--- src/rtl/prio_encoder_ctrl.sv ---
// Sequencer/arbiter above a bank of prio_support channels: broadcasts init/setup,
// then grants the lowest-index channel with data and issues {index, addr} reads.
module prio_encoder_ctrl #(
   parameter int NCH          = 8,
   parameter int CW           = 3,
   parameter int AW           = 6,
   parameter int SETUP_CYCLES = 3
) (
   input  logic              clk,
   input  logic              rst_n,
   input  logic              start,
   input  logic [NCH-1:0]    has_dat,
   input  logic [NCH*AW-1:0] addr_in,
   output logic              init,
   output logic              setup,
   output logic [NCH-1:0]    sel,
   output logic [CW+AW-1:0]  rd_addr,
   output logic              rd_en,
   output logic              busy,
   output logic              done
);

   localparam logic [2:0] S_IDLE  = 3'd0;
   localparam logic [2:0] S_INIT  = 3'd1;
   localparam logic [2:0] S_SETUP = 3'd2;
   localparam logic [2:0] S_RUN   = 3'd3;
   localparam logic [2:0] S_DONE  = 3'd4;

   localparam int CNTW = ($clog2(SETUP_CYCLES) > 0) ? $clog2(SETUP_CYCLES) : 1;
   // INIT already accounts for one setup cycle, so SETUP runs SETUP_CYCLES-1 cycles.
   localparam logic [CNTW-1:0] SETUP_LOAD = CNTW'(SETUP_CYCLES - 2);

   logic [2:0]        state_reg, state_next;
   logic [CNTW-1:0]   cnt_reg, cnt_next;
   logic              zero_reg, zero_next;
   logic              init_reg, init_next;
   logic              setup_reg, setup_next;
   logic [NCH-1:0]    sel_reg, sel_next;
   logic [CW+AW-1:0]  rd_addr_reg, rd_addr_next;
   logic              rd_en_reg, rd_en_next;
   logic              busy_reg, busy_next;
   logic              done_reg, done_next;

   logic [AW-1:0]     addr_arr [NCH];
   logic [NCH-1:0]    grant;
   logic [CW-1:0]     sel_idx;
   logic [AW-1:0]     sel_addr;

   genvar gi;
   generate
      for (gi = 0; gi < NCH; gi++) begin : g_unpack
         assign addr_arr[gi] = addr_in[gi*AW +: AW];
      end
   endgenerate

   // Two's-complement trick isolates the lowest set bit: strict fixed priority.
   assign grant = has_dat & (~has_dat + NCH'(1));

   always_comb begin
      sel_idx  = '0;
      sel_addr = '0;
      for (int i = 0; i < NCH; i++) begin
         if (sel_reg[i]) begin
            sel_idx  = sel_idx | CW'(i);
            sel_addr = sel_addr | addr_arr[i];
         end
      end
   end

   always_comb begin
      state_next   = state_reg;
      cnt_next     = cnt_reg;
      zero_next    = zero_reg;
      init_next    = 1'b0;
      setup_next   = setup_reg;
      sel_next     = sel_reg;
      rd_addr_next = rd_addr_reg;
      rd_en_next   = 1'b0;
      busy_next    = busy_reg;
      done_next    = 1'b0;
      case (state_reg)
         S_IDLE: begin
            sel_next = '0;
            if (start) begin
               state_next = S_INIT;
               init_next  = 1'b1;
               setup_next = 1'b1;
               busy_next  = 1'b1;
            end
         end
         S_INIT: begin
            state_next = S_SETUP;
            setup_next = 1'b1;
            cnt_next   = SETUP_LOAD;
         end
         S_SETUP: begin
            if (cnt_reg == '0) begin
               state_next = S_RUN;
               setup_next = 1'b0;
               zero_next  = 1'b0;
            end else begin
               cnt_next = cnt_reg - CNTW'(1);
            end
         end
         S_RUN: begin
            sel_next   = grant;
            rd_en_next = |(sel_reg & has_dat);
            if (rd_en_next) begin
               rd_addr_next = {sel_idx, sel_addr};
            end
            if (has_dat == '0) begin
               zero_next = 1'b1;
               if (zero_reg) begin
                  state_next = S_DONE;
                  done_next  = 1'b1;
                  sel_next   = '0;
                  rd_en_next = 1'b0;
               end
            end else begin
               zero_next = 1'b0;
            end
         end
         S_DONE: begin
            state_next = S_IDLE;
            busy_next  = 1'b0;
            sel_next   = '0;
         end
         default: begin
            state_next = S_IDLE;
            setup_next = 1'b0;
            busy_next  = 1'b0;
            sel_next   = '0;
         end
      endcase
   end

   always_ff @(posedge clk or negedge rst_n) begin
      if (!rst_n) begin
         state_reg   <= S_IDLE;
         cnt_reg     <= '0;
         zero_reg    <= 1'b0;
         init_reg    <= 1'b0;
         setup_reg   <= 1'b0;
         sel_reg     <= '0;
         rd_addr_reg <= '0;
         rd_en_reg   <= 1'b0;
         busy_reg    <= 1'b0;
         done_reg    <= 1'b0;
      end else begin
         state_reg   <= state_next;
         cnt_reg     <= cnt_next;
         zero_reg    <= zero_next;
         init_reg    <= init_next;
         setup_reg   <= setup_next;
         sel_reg     <= sel_next;
         rd_addr_reg <= rd_addr_next;
         rd_en_reg   <= rd_en_next;
         busy_reg    <= busy_next;
         done_reg    <= done_next;
      end
   end

   assign init    = init_reg;
   assign setup   = setup_reg;
   assign sel     = sel_reg;
   assign rd_addr = rd_addr_reg;
   assign rd_en   = rd_en_reg;
   assign busy    = busy_reg;
   assign done    = done_reg;

endmodule

--- config.mk ---
export PLATFORM = sky130hd
export DESIGN_NAME = prio_encoder_ctrl
export DESIGN_NICKNAME = d
export VERILOG_FILES = /design/src/rtl/prio_encoder_ctrl.sv
export SDC_FILE = /design/constraint.sdc
export NUM_CORES = 1
export LEC_CHECK = 0
export CELL_PAD_IN_SITES_DETAIL_PLACEMENT = 0
export CELL_PAD_IN_SITES_GLOBAL_PLACEMENT = 2
export CORE_AREA = 2 2 85 87
export DETAILED_ROUTE_END_ITERATION = 7
export DIE_AREA = 0 0 87 89
export GPL_TIMING_DRIVEN = 0
export PLACE_DENSITY_LB_ADDON = 0.1
export SLEW_MARGIN = 20
export SYNTH_ARGS = -nofsm -noshare
export SYNTH_HDL_FRONTEND = slang
export SYNTH_SLANG_ARGS = --single-unit
--- constraint.sdc ---
create_clock -name clk -period 1.67 [get_ports clk]
set_input_delay 0.4175 -clock clk [delete_from_list [all_inputs] [get_ports clk]]
set_output_delay 0.4175 -clock clk [all_outputs]
set_load 0.01 [all_outputs]
Word-level counts from Yosys, hierarchy flattened:

Index checks and enable logic that the tools add are counted.

* flip-flop bits (word level): 28
* bits of input ports: 59
* output and inout bits: 22

* $add $sub $neg: 2
* eq/ne operators: 9
* multiplexer cells: 39
* bitwise operators: 12
* reductions and logical operators: 15

Operator list (number)
* $mux W6: 8
* $or A6 B6 Y6: 7
* $mux W3: 8
* $and A8 B8 Y8: 2
* $mux W8: 2
* $pmux W8 S2: 1
* $mux W1: 12
* $pmux W3 S4: 1
* $ne A2 B2 Y1 const B: 5
* $add A8 B1 Y8 const B: 1
* $logic_not A8 Y1: 1
* $not A8 Y8: 1
* $reduce_and A2 Y1: 4
* $reduce_or A8 Y1: 1
* $eq A3 B2 Y1 const B: 2
* $mux W2: 3
* $pmux W1 S2: 2
* $pmux W1 S4: 1
* $pmux W2 S2: 1
* $reduce_and A4 Y1: 1
* $reduce_bool A2 Y1: 2
* $reduce_or A2 Y1: 2
* $eq A3 B1 Y1 const B: 1
* $eq A3 B3 Y1 const B: 1
* 6 further kinds: 7

Longest topological paths before layout:

Gate-level depths: netlist (run 1).

* depth after elaboration: 15
* depth in mapped cells: 5
* depth with buffers taken out: 5

Worst setup path after synthesis (run 1):

Ideal clock, no wire load.

* kind: register to register
* from: register sel_reg[0] (netlist: sel[0])
* to: register rd_addr_reg[0] (netlist: rd_addr[0])
* library setup time: 0.125 ns
* arrival: 1.405 ns
* slack: 0.141 ns
* cell stages (with the launch flop): 5
* period minus slack after synthesis: 1.529 ns
* cells stage by stage: dfrtp_1 clkbuf_1 a22oi_2 a41oi_4 mux2_2

* cells in the longest elaborated chain, start to end: 15
* elaborated cells between the ends (all ways): 18
* those cells by class: 8 x mux; 8 x bitwise; 2 x reduce/logical

RTL lines
* start: declaration: line 38 `logic [NCH-1:0] sel_reg, sel_next;`
* start signal: assignment: line 155 `sel_reg <= sel_next;`
* $mux W6: line 63 `if (sel_reg[i]) begin`
* $or A6 B6 Y6: line 65 `sel_addr = sel_addr | addr_arr[i];`
* $mux W6: line 63
* $or A6 B6 Y6: line 65
* $mux W6: line 63
* $or A6 B6 Y6: line 65
* $mux W6: line 63
* $or A6 B6 Y6: line 65
* $mux W6: line 63
* $or A6 B6 Y6: line 65
* $mux W6: line 63
* $or A6 B6 Y6: line 65
* $mux W6: line 63
* $or A6 B6 Y6: line 65
* $mux W6: line 63
* end signal: assignment: line 156 `rd_addr_reg <= rd_addr_next;`
* end: declaration: line 39 `logic [CW+AW-1:0] rd_addr_reg, rd_addr_next;`

Parallel ways exist; a longest one is shown, timed or not.
A chain may end at the register's enable or synchronous reset.

Final worst setup path (run 1):

* from: register sel_reg[2] (netlist: sel[2])
* to: register rd_addr_reg[0] (netlist: rd_addr[0])

* cells in the longest elaborated chain, start to end: 11
* elaborated cells between the ends (all ways): 14
* those cells by class: 6 x mux; 6 x bitwise; 2 x reduce/logical

RTL lines (line)
* $mux W6: 63
* $or A6 B6 Y6: 65
* $mux W6: 63
* $or A6 B6 Y6: 65
* $mux W6: 63
* $or A6 B6 Y6: 65
* $mux W6: 63
* $or A6 B6 Y6: 65
* $mux W6: 63
* $or A6 B6 Y6: 65
* $mux W6: 63

Parallel ways exist; a longest one is shown, timed or not.

==> results of run 1 <==
==> power by group through the flow <==
stage          Clock [uW]  Combinational, uW  Sequential [uW]
6_report              535                450              750
5_1_grt               594                487              759
4_1_cts               554                454              752
3_5_place_dp            0                444              765
3_3_place_gp            0                443              764
2_1_floorplan           0                121              789
==> final timing paths <==
path / start / endpoint
setup / recovery: sel[2]$_DFFE_PN0P_ / rd_addr[0]$_DFFE_PN0P_
hold / removal: rst_n / done$_DFF_PN0_
setup reg to reg: sel[2]$_DFFE_PN0P_ / rd_addr[0]$_DFFE_PN0P_
hold reg to reg: rd_addr[3]$_DFFE_PN0P_ / rd_addr[3]$_DFFE_PN0P_
max in group asynchronous: rst_n / rd_addr[7]$_DFFE_PN0P_
min in group clk: rd_addr[3]$_DFFE_PN0P_ / rd_addr[3]$_DFFE_PN0P_
==> area by class of cell <==
cell class / instances / area share, %
clock inverters: 1 / 1.154
repair buffers: 84 / 32.47
plain buffers: 11 / 2.597
clock buffers: 3 / 1.587
inverters: 7 / 1.010
flip-flops and latches: 28 / 26.94
multi-input cells: 95 / 30.40
well taps: 80 / 3.848
==> metal layers <==
metal / vias to the layer above / wire, um / global-route usage, % / share of wire [%]
li1: 734 / - / - / -
met1: 749 / 2349 / 17.52 / 43
met2: 55 / 2746 / 26.09 / 50
met3: 4 / 343 / 2.955 / 6.2
met4: 0 / 53 / 3.267 / 0.97
met5: - / 0 / 0 / 0
==> worst reg2reg max path: cells and delay by family, from the launching register on <==
family          cells  cell delay [ps]
mux                 1              270
buf+inv             2              370
flops               1              390
compound gates      2              460
==> cell usage in the layout (no fill, tap or decap), drive strengths merged, types with 2 or more instances in the layout <==
cell type      netlist  routed
inv                  7       7
clkdlybuf4s50        0      69
nor3                 6       6
clkbuf               4      11
dfrtp               28      28
nand4                6       6
nand2                2       2
dlymetal6s2s         0       5
a22o                 7       7
mux2                10      10
buf                  7       8
dlygate4sd2          0       5
nor2                 7       7
nor4                 3       3
nor2b                2       2
a22oi               29      29
a21oi                2       2
o21ai                2       2
or4                  5       5
a32o                 4       4
==> through the flow <==
stage	instances	TNS, ps	util, %
floorplan	141	0	-
global placement	301	-16990	36.37
detailed placement	301	-7863	36.29
CTS	307	0	38.01
global route	309	0	38.72
finish	309	0	38.72
==> logic make-up (layout without fill, tap and decap cells) <==
group                    after synthesis  after routing  synth area share [%]
AND/OR/NAND/NOR                       34             34                 14.36
adder cells (fa/ha/maj)                1              1                0.8109
XOR/XNOR                               1              1                0.5678
flip-flops                            28             28                 45.42
buffers and inverters                 18            106                 5.353
AO/OA/AOI/OAI                         49             49                 26.20
multiplexers                          10             10                 7.299
==> timing repair <==
item,in CTS,in global routing
setup endpoints to repair,13,15
buffers inserted,2,2
pin swaps,3,1
gates resized for setup,9,11
==> flow_summary.ini, run 1 <==
[outcome]
status = finished, final reports clean

[timing]
skew_ps = 7.891
worstMarginPinSlew_ps = 661.0
timing.fmax_mhz = 625.7
slew_headroom_pct = 55.94
setup_viol = 0
worst_hold_slack_ps = 160.3
finalMaxSlewViolations = 0
setup_slack_ps = 71.72
post-route-min-period_ps = 1598
hold_viol_final = 0
final.period_utilization_pct = 95.71
rsz0062_at_grt = false

[route]
drt_iter0_markers = 65
antenna_left = 0
vias_per_cell = 4.990
avgRoutedWirePerCell_um = 17.77
num_vias = 1542
first_pass_iters = 4
routed_wl_um = 5492
drcViolationCount = 0

[clock_tree]
cts_buffer_depth = 2
cts.sinks = 28
cts-hold-fix-buffers = 0
cts-root-buf = clkbuf_8
cts_tree = yes
clkLatencyLatePin_ps = 270
clk_pin_slew_worst_paths_ps = 100
htree_levels = 1
cts_buffers = 3

[pwr]
pwr-share-clk_pct = 30.8
swShare_pct = 23.26
p_seq_share_pct = 43.3
power.leakage_uw = 0.001129
p_per_area_nw_per_um2 = 666.8
p_total_uw = 1735
comb_power_share_pct = 25.9
intPower_uw = 1331
vdd_drop_max_v = 0.0003084
switchingPower_uw = 403.4

[layout]
drive_above_1_share_pct = 15.72
multi_input_area_um2 = 790.8
nets = 290
antenna_cells = 0
area_delta_synth_final_pct = 68.61
num-fill-cells = 664
largest_register_ffs = 9
seqCellArea_um2 = 700.7
design_area_um2 = 2601

[global_routing]
grt_overflow_total = 0
grt_max_degree = 29
grt_pass1_vias = 1683
grt_pass1_wl_um = 8604
grt.total_usage_pct = 14.38
grt_antenna_before_repair = 0

[worst_setup_path]
cpLargestDelayFamily = compound AO/OA/AOI/OAI gates
cp-start-kind = register
end_kind = register
path_cells = clkbuf_4 > a22oi_1 > a41oi_4 > buf_12 > mux2_2
cp_max_fo = 10
crit_type = reg -> reg
required_ps = 1830
arrival_ps = 1760
rr_worst_depth = 5
crit_path_top_delay_cell = dfrtp_1
crit_cells = 5
crit_buf_inv = 2
crit_path_max_incr_delay_ps = 390
r2r_slack_ps = 70

[synthesis]
synth_top_cell_area_share_pct = 45.42
synth_ff_type = dfrtp_1
syn_inst = 141
synth.distinct_cells = 31
synth_nets = 201
ys_seq_elements = 28
yosysTopAreaCell = dfrtp_1
synth_edf_count = 0
synthTopCellsByCount = a22oi_1, dfrtp_1, mux2_2
yosysSeqAreaShare_pct = 45.42
ys_warn_count = 0
synth_area_leaders = dfrtp_1, a22oi_1, mux2_2
synth.cell_area_um2 = 1543
syn-mean-instance-area_um2 = 10.94
synthArstFlopShare_pct = 100.0

[floorplanning]
io_pins = 81
start_util_pct = 22.96
die_x_um = 87
core-area_um2 = 6719
die_area_um2 = 7743
row_count = 30
die_h_um = 89

[placed_design]
place_area_um2 = 2439
gp_congestion = 0.8074
io_buffer_count = 80
dp_hpwl_um = 3987
place_ws_ps = -589.5

[flow_run]
maxCapViolations = 0

[worst_hold_path]
hold_path.class = in -> async
Power figures use the tool's default switching activity.
==> inputs of run 2 (changes only) <==
- CORE_AREA: 2 2 85 87 -> 2 2 91 93
- DIE_AREA: 0 0 87 89 -> 0 0 93 95
- clock period: 1.67 -> 1.3 ns (I/O delays scaled with it)
==> flow_summary.ini, run 2 (synthesized netlist as in run 1, its figures left out) <==
[floorplanning]
row_count = 33
die_x_um = 93
io_pins = 81
die_area_um2 = 8835
core-area_um2 = 7928
start_util_pct = 19.46
die_h_um = 95

[global_routing]
grt_max_degree = 29
grt_pass1_vias = 1743
grt_overflow_total = 0
grt.total_usage_pct = 14.01
grt_antenna_before_repair = 0
grt_pass1_wl_um = 9563

[clock_tree]
htree_levels = 1
cts-root-buf = clkbuf_8
clkLatencyLatePin_ps = 280
cts_buffers = 3
cts.sinks = 28
clk_pin_slew_worst_paths_ps = 110
cts_tree = yes
cts_buffer_depth = 2

[route]
antenna_left = 0
routed_wl_um = 6356
first_pass_iters = 4
vias_per_cell = 4.655
num_vias = 1685
avgRoutedWirePerCell_um = 17.56
drcViolationCount = 0
drt_iter0_markers = 75

[worst_setup_path]
end_kind = register
crit_path_top_delay_cell = or4_1
crit_buf_inv = 2
cpLargestDelayFamily = simple AND/OR/NAND/NOR gates
path_cells = buf_6 > buf_4 > or4_1 > mux2_4
cp-start-kind = register
crit_type = reg -> reg
crit_path_max_incr_delay_ps = 510
required_ps = 1470
cp_max_fo = 4
arrival_ps = 1740

[placed_design]
dp_hpwl_um = 4214
io_buffer_count = 80
place_area_um2 = 2489
place_ws_ps = -960.2
gp_congestion = 0.7838

[timing]
setup_slack_ps = -267.0
post-route-min-period_ps = 1567
worstMarginPinSlew_ps = 681.1
rsz0062_at_grt = true
hold_viol_final = 0
final.period_utilization_pct = 120.5
worst_hold_slack_ps = 63.92
timing.fmax_mhz = 638.1
finalMaxSlewViolations = 0
setup_tns_ps = -2250
slew_headroom_pct = 54.59
skew_ps = 4.296
setup_viol = 10

[pwr]
vdd_drop_max_v = 0.0004187
p_total_uw = 2374
power.leakage_uw = 0.001329
p_per_area_nw_per_um2 = 789.7

[worst_hold_path]
hold_path.class = in -> async

[layout]
antenna_cells = 0
area_delta_synth_final_pct = 94.89
num-fill-cells = 806
design_area_um2 = 3007
final_common_cell = clkdlybuf4s50_1
drive_above_1_share_pct = 36.58
largest_register_ffs = 9
final_cell_mix = clkdlybuf4s50_1, buf_4, dfrtp_1, a22oi_1
nets = 318

[flow_run]
maxCapViolations = 0

[outcome]
violations = setup timing
status = finished with violations
==> run 2: changes by cell type in the layout (fill, tap and decap cells not counted), sizes merged <==
cell | before | now
buf | 8 | 47
dlygate4sd2 | 5 | 4
clkdlybuf4s15 | 0 | 17
dlymetal6s2s | 5 | 0
clkbuf | 11 | 9
clkdlybuf4s50 | 69 | 49
==> run 2: repair_timing <==
action / CTS / global route
hold buffers: 0 / 0
gates cloned: 1 / 0
pin swaps: 11 / 7
setup buffers: 23 / 10
endpoints found under the setup margin: 48 / 35
resized for setup: 104 / 28
==> run 2: cell type report <==
class,instances,area [um2],area share (%)
Clock inverter,1,30.03,0.9988
Tap cell,105,131.4,4.370
Multi-Input combinational cell,95,892.1,29.67
Inverter,7,26.28,0.8739
Buffer,10,107.6,3.579
Timing Repair Buffer,113,1075,35.75
Sequential cell,28,703.2,23.39
Clock buffer,3,41.29,1.373
==> run 2: through the flow <==
step / utilization (%) / cells
after floorplan: - / 141
after global placement: 31.46 / 326
after detailed placement: 31.39 / 326
after CTS: 36.33 / 354
after global routing: 37.93 / 362
final: 37.93 / 362
==> run 2: path summary, 6_finish.rpt <==
check	end	depth (start not counted)	slack [ps]	start
worst min register to register	zero_reg$_DFFE_PN0P_	1	500	zero_reg$_DFFE_PN0P_
worst min-delay path	done$_DFF_PN0_	1	60	rst_n
max in group asynchronous	state_reg[1]$_DFFE_PN0P_	1	760	rst_n
worst max-delay path	rd_addr[7]$_DFFE_PN0P_	4	-270	sel[3]$_DFFE_PN0P_
worst max register to register	rd_addr[7]$_DFFE_PN0P_	4	-270	sel[3]$_DFFE_PN0P_
min in group clk	sel[2]$_DFFE_PN0P_	2	340	has_dat[2]
==> run 2: layer usage <==
metal,global-route usage [%],up-vias,routed length [um]
met5,0,-,0
met4,2.696,0,85
met3,2.155,6,307
met2,26.93,56,3354
met1,16.48,830,2608
li1,-,793,-
==> run 2: power by group <==
group	leakage, uW	switching, uW	internal [uW]	total [uW]
sequential	0.000360	35.2	935	971
clock	0.0000357	307	413	720
combinational	0.000933	253	431	684
total	0.00133	595	1780	2370
==> run 2: worst register-to-register path, delay by kind of cell (launching register included) <==
family        cells  cell delay, ps
mux               1             270
flops             1             400
simple gates      1             510
buf+inv           2             280
==> inputs of run 3 (changes only) <==
- CORE_AREA: 2 2 91 93 -> 2 2 117 74
- DIE_AREA: 0 0 93 95 -> 0 0 119 76
==> flow_summary.ini, run 3 (synthesized netlist as in run 1, its figures left out) <==
[timing]
setup_viol = 12
rsz0062_at_grt = true
final.period_utilization_pct = 113.8
skew_ps = 3.755
worstMarginPinSlew_ps = 686.9
finalMaxSlewViolations = 0
setup_tns_ps = -1754
slew_headroom_pct = 54.21
timing.fmax_mhz = 676.1
post-route-min-period_ps = 1479
hold_viol_final = 0
setup_slack_ps = -179.2

[placed_design]
place_ws_ps = -867.1
io_buffer_count = 80
dp_hpwl_um = 4448
gp_congestion = 0.7687

[clock_tree]
cts_tree = yes
cts.sinks = 28
cts-root-buf = clkbuf_16
htree_levels = 1
clk_pin_slew_worst_paths_ps = 70
cts-hold-fix-buffers = 0
cts_buffers = 3
clkLatencyLatePin_ps = 260
cts_buffer_depth = 2

[worst_setup_path]
path_cells = buf_6 > nand3b_4 > a41oi_4 > buf_12 > mux2_2
crit_path_max_incr_delay_ps = 380
required_ps = 1450
cp-start-kind = register
crit_path_top_delay_cell = dfrtp_1
arrival_ps = 1630
end_kind = register
crit_buf_inv = 2
crit_type = reg -> reg
cp_max_fo = 10
cpLargestDelayFamily = flip-flops

[global_routing]
grt_overflow_total = 0
grt_pass1_vias = 1689
grt.total_usage_pct = 13.50
grt_pass1_wl_um = 9363
grt_antenna_before_repair = 0
grt_max_degree = 29

[flow_run]
maxCapViolations = 0

[layout]
area_delta_synth_final_pct = 81.02
final_cell_mix = clkdlybuf4s50_1, dfrtp_1, a22oi_1, dlygate4sd2_1, buf_4
nets = 301
num-fill-cells = 830
drive_above_1_share_pct = 28.03
final_common_cell = clkdlybuf4s50_1
largest_register_ffs = 9
antenna_cells = 0

[route]
drcViolationCount = 0
drt_iter0_markers = 94
avgRoutedWirePerCell_um = 17.30
first_pass_iters = 4
antenna_left = 0
vias_per_cell = 4.581
num_vias = 1608
routed_wl_um = 6074

[floorplanning]
die_h_um = 76
row_count = 26
core-area_um2 = 8100
start_util_pct = 19.05
die_area_um2 = 9044
die_x_um = 119
io_pins = 81

[pwr]
vdd_drop_max_v = 0.0003996
comb_power_share_pct = 25.4
swShare_pct = 25.11
p_seq_share_pct = 42.9
power.leakage_uw = 0.001227
p_total_uw = 2256
switchingPower_uw = 566.5
p_per_area_nw_per_um2 = 807.9
intPower_uw = 1690
pwr-share-clk_pct = 31.8

[worst_hold_path]
hold_path.class = in -> async

[outcome]
violations = setup timing
status = finished with violations
==> run 3: final cells by class <==
type | count | area [um2] | share of cell area (%)
timing repair buffer | 95 | 879.6 | 31.50
multi-input combinational | 95 | 850.8 | 30.47
sequential | 28 | 700.7 | 25.09
tap | 112 | 140.1 | 5.018
buffer | 11 | 120.1 | 4.301
clock buffer | 3 | 75.07 | 2.688
inverter | 7 | 26.28 | 0.9409
==> run 3: routing by layer <==
layer	vias to the layer above	part of all wire, %	routed length [um]	track usage [%]
li1	760	-	-	-
met1	795	50	3039	19.72
met2	51	44	2654	20.00
met3	2	5.7	345	3.892
met4	0	0.58	35	2.143
met5	-	0	0	0
==> run 3: power groups by stage <==
stage | Sequential [uW] | Clock [uW] | Combinational [uW]
finish | 967 | 717 | 572
global route | 978 | 772 | 618
CTS | 968 | 735 | 562
detailed placement | 988 | 0 | 582
global placement | 984 | 0 | 580
floorplan | 1010 | 0 | 163
==> run 3: repair_timing <==
action | 4_1_cts | 5_1_grt
resized for setup | 78 | 20
setup buffers | 9 | 6
setup endpoints to repair | 49 | 30
pin swaps | 11 | 9
==> run 3: stage by stage <==
step | cells | hold WS (ps) | instance area [um2] | util, %
after global placement | 333 | 476.6 | 2502 | 30.89
after detailed placement | 333 | 411.6 | 2497 | 30.83
final | 351 | 99.80 | 2793 | 34.48
after global routing | 351 | 144.8 | 2793 | 34.48
after floorplan | 141 | 29.41 | 1562 | -
after CTS | 345 | 126.2 | 2681 | 33.10
==> run 3: final timing paths <==
check,slack (ps),from,endpoint,cells after the start
max,-180,state_reg[2]$_DFFE_PN0P_,rd_addr[8]$_DFFE_PN0P_,5
min,100,rst_n,rd_addr[5]$_DFFE_PN0P_,1
max reg2reg,-180,state_reg[2]$_DFFE_PN0P_,rd_addr[8]$_DFFE_PN0P_,5
min reg2reg,510,rd_addr[0]$_DFFE_PN0P_,rd_addr[0]$_DFFE_PN0P_,1
max in group asynchronous,760,rst_n,state_reg[2]$_DFFE_PN0P_,1
min in group clk,300,has_dat[2],sel[2]$_DFFE_PN0P_,2
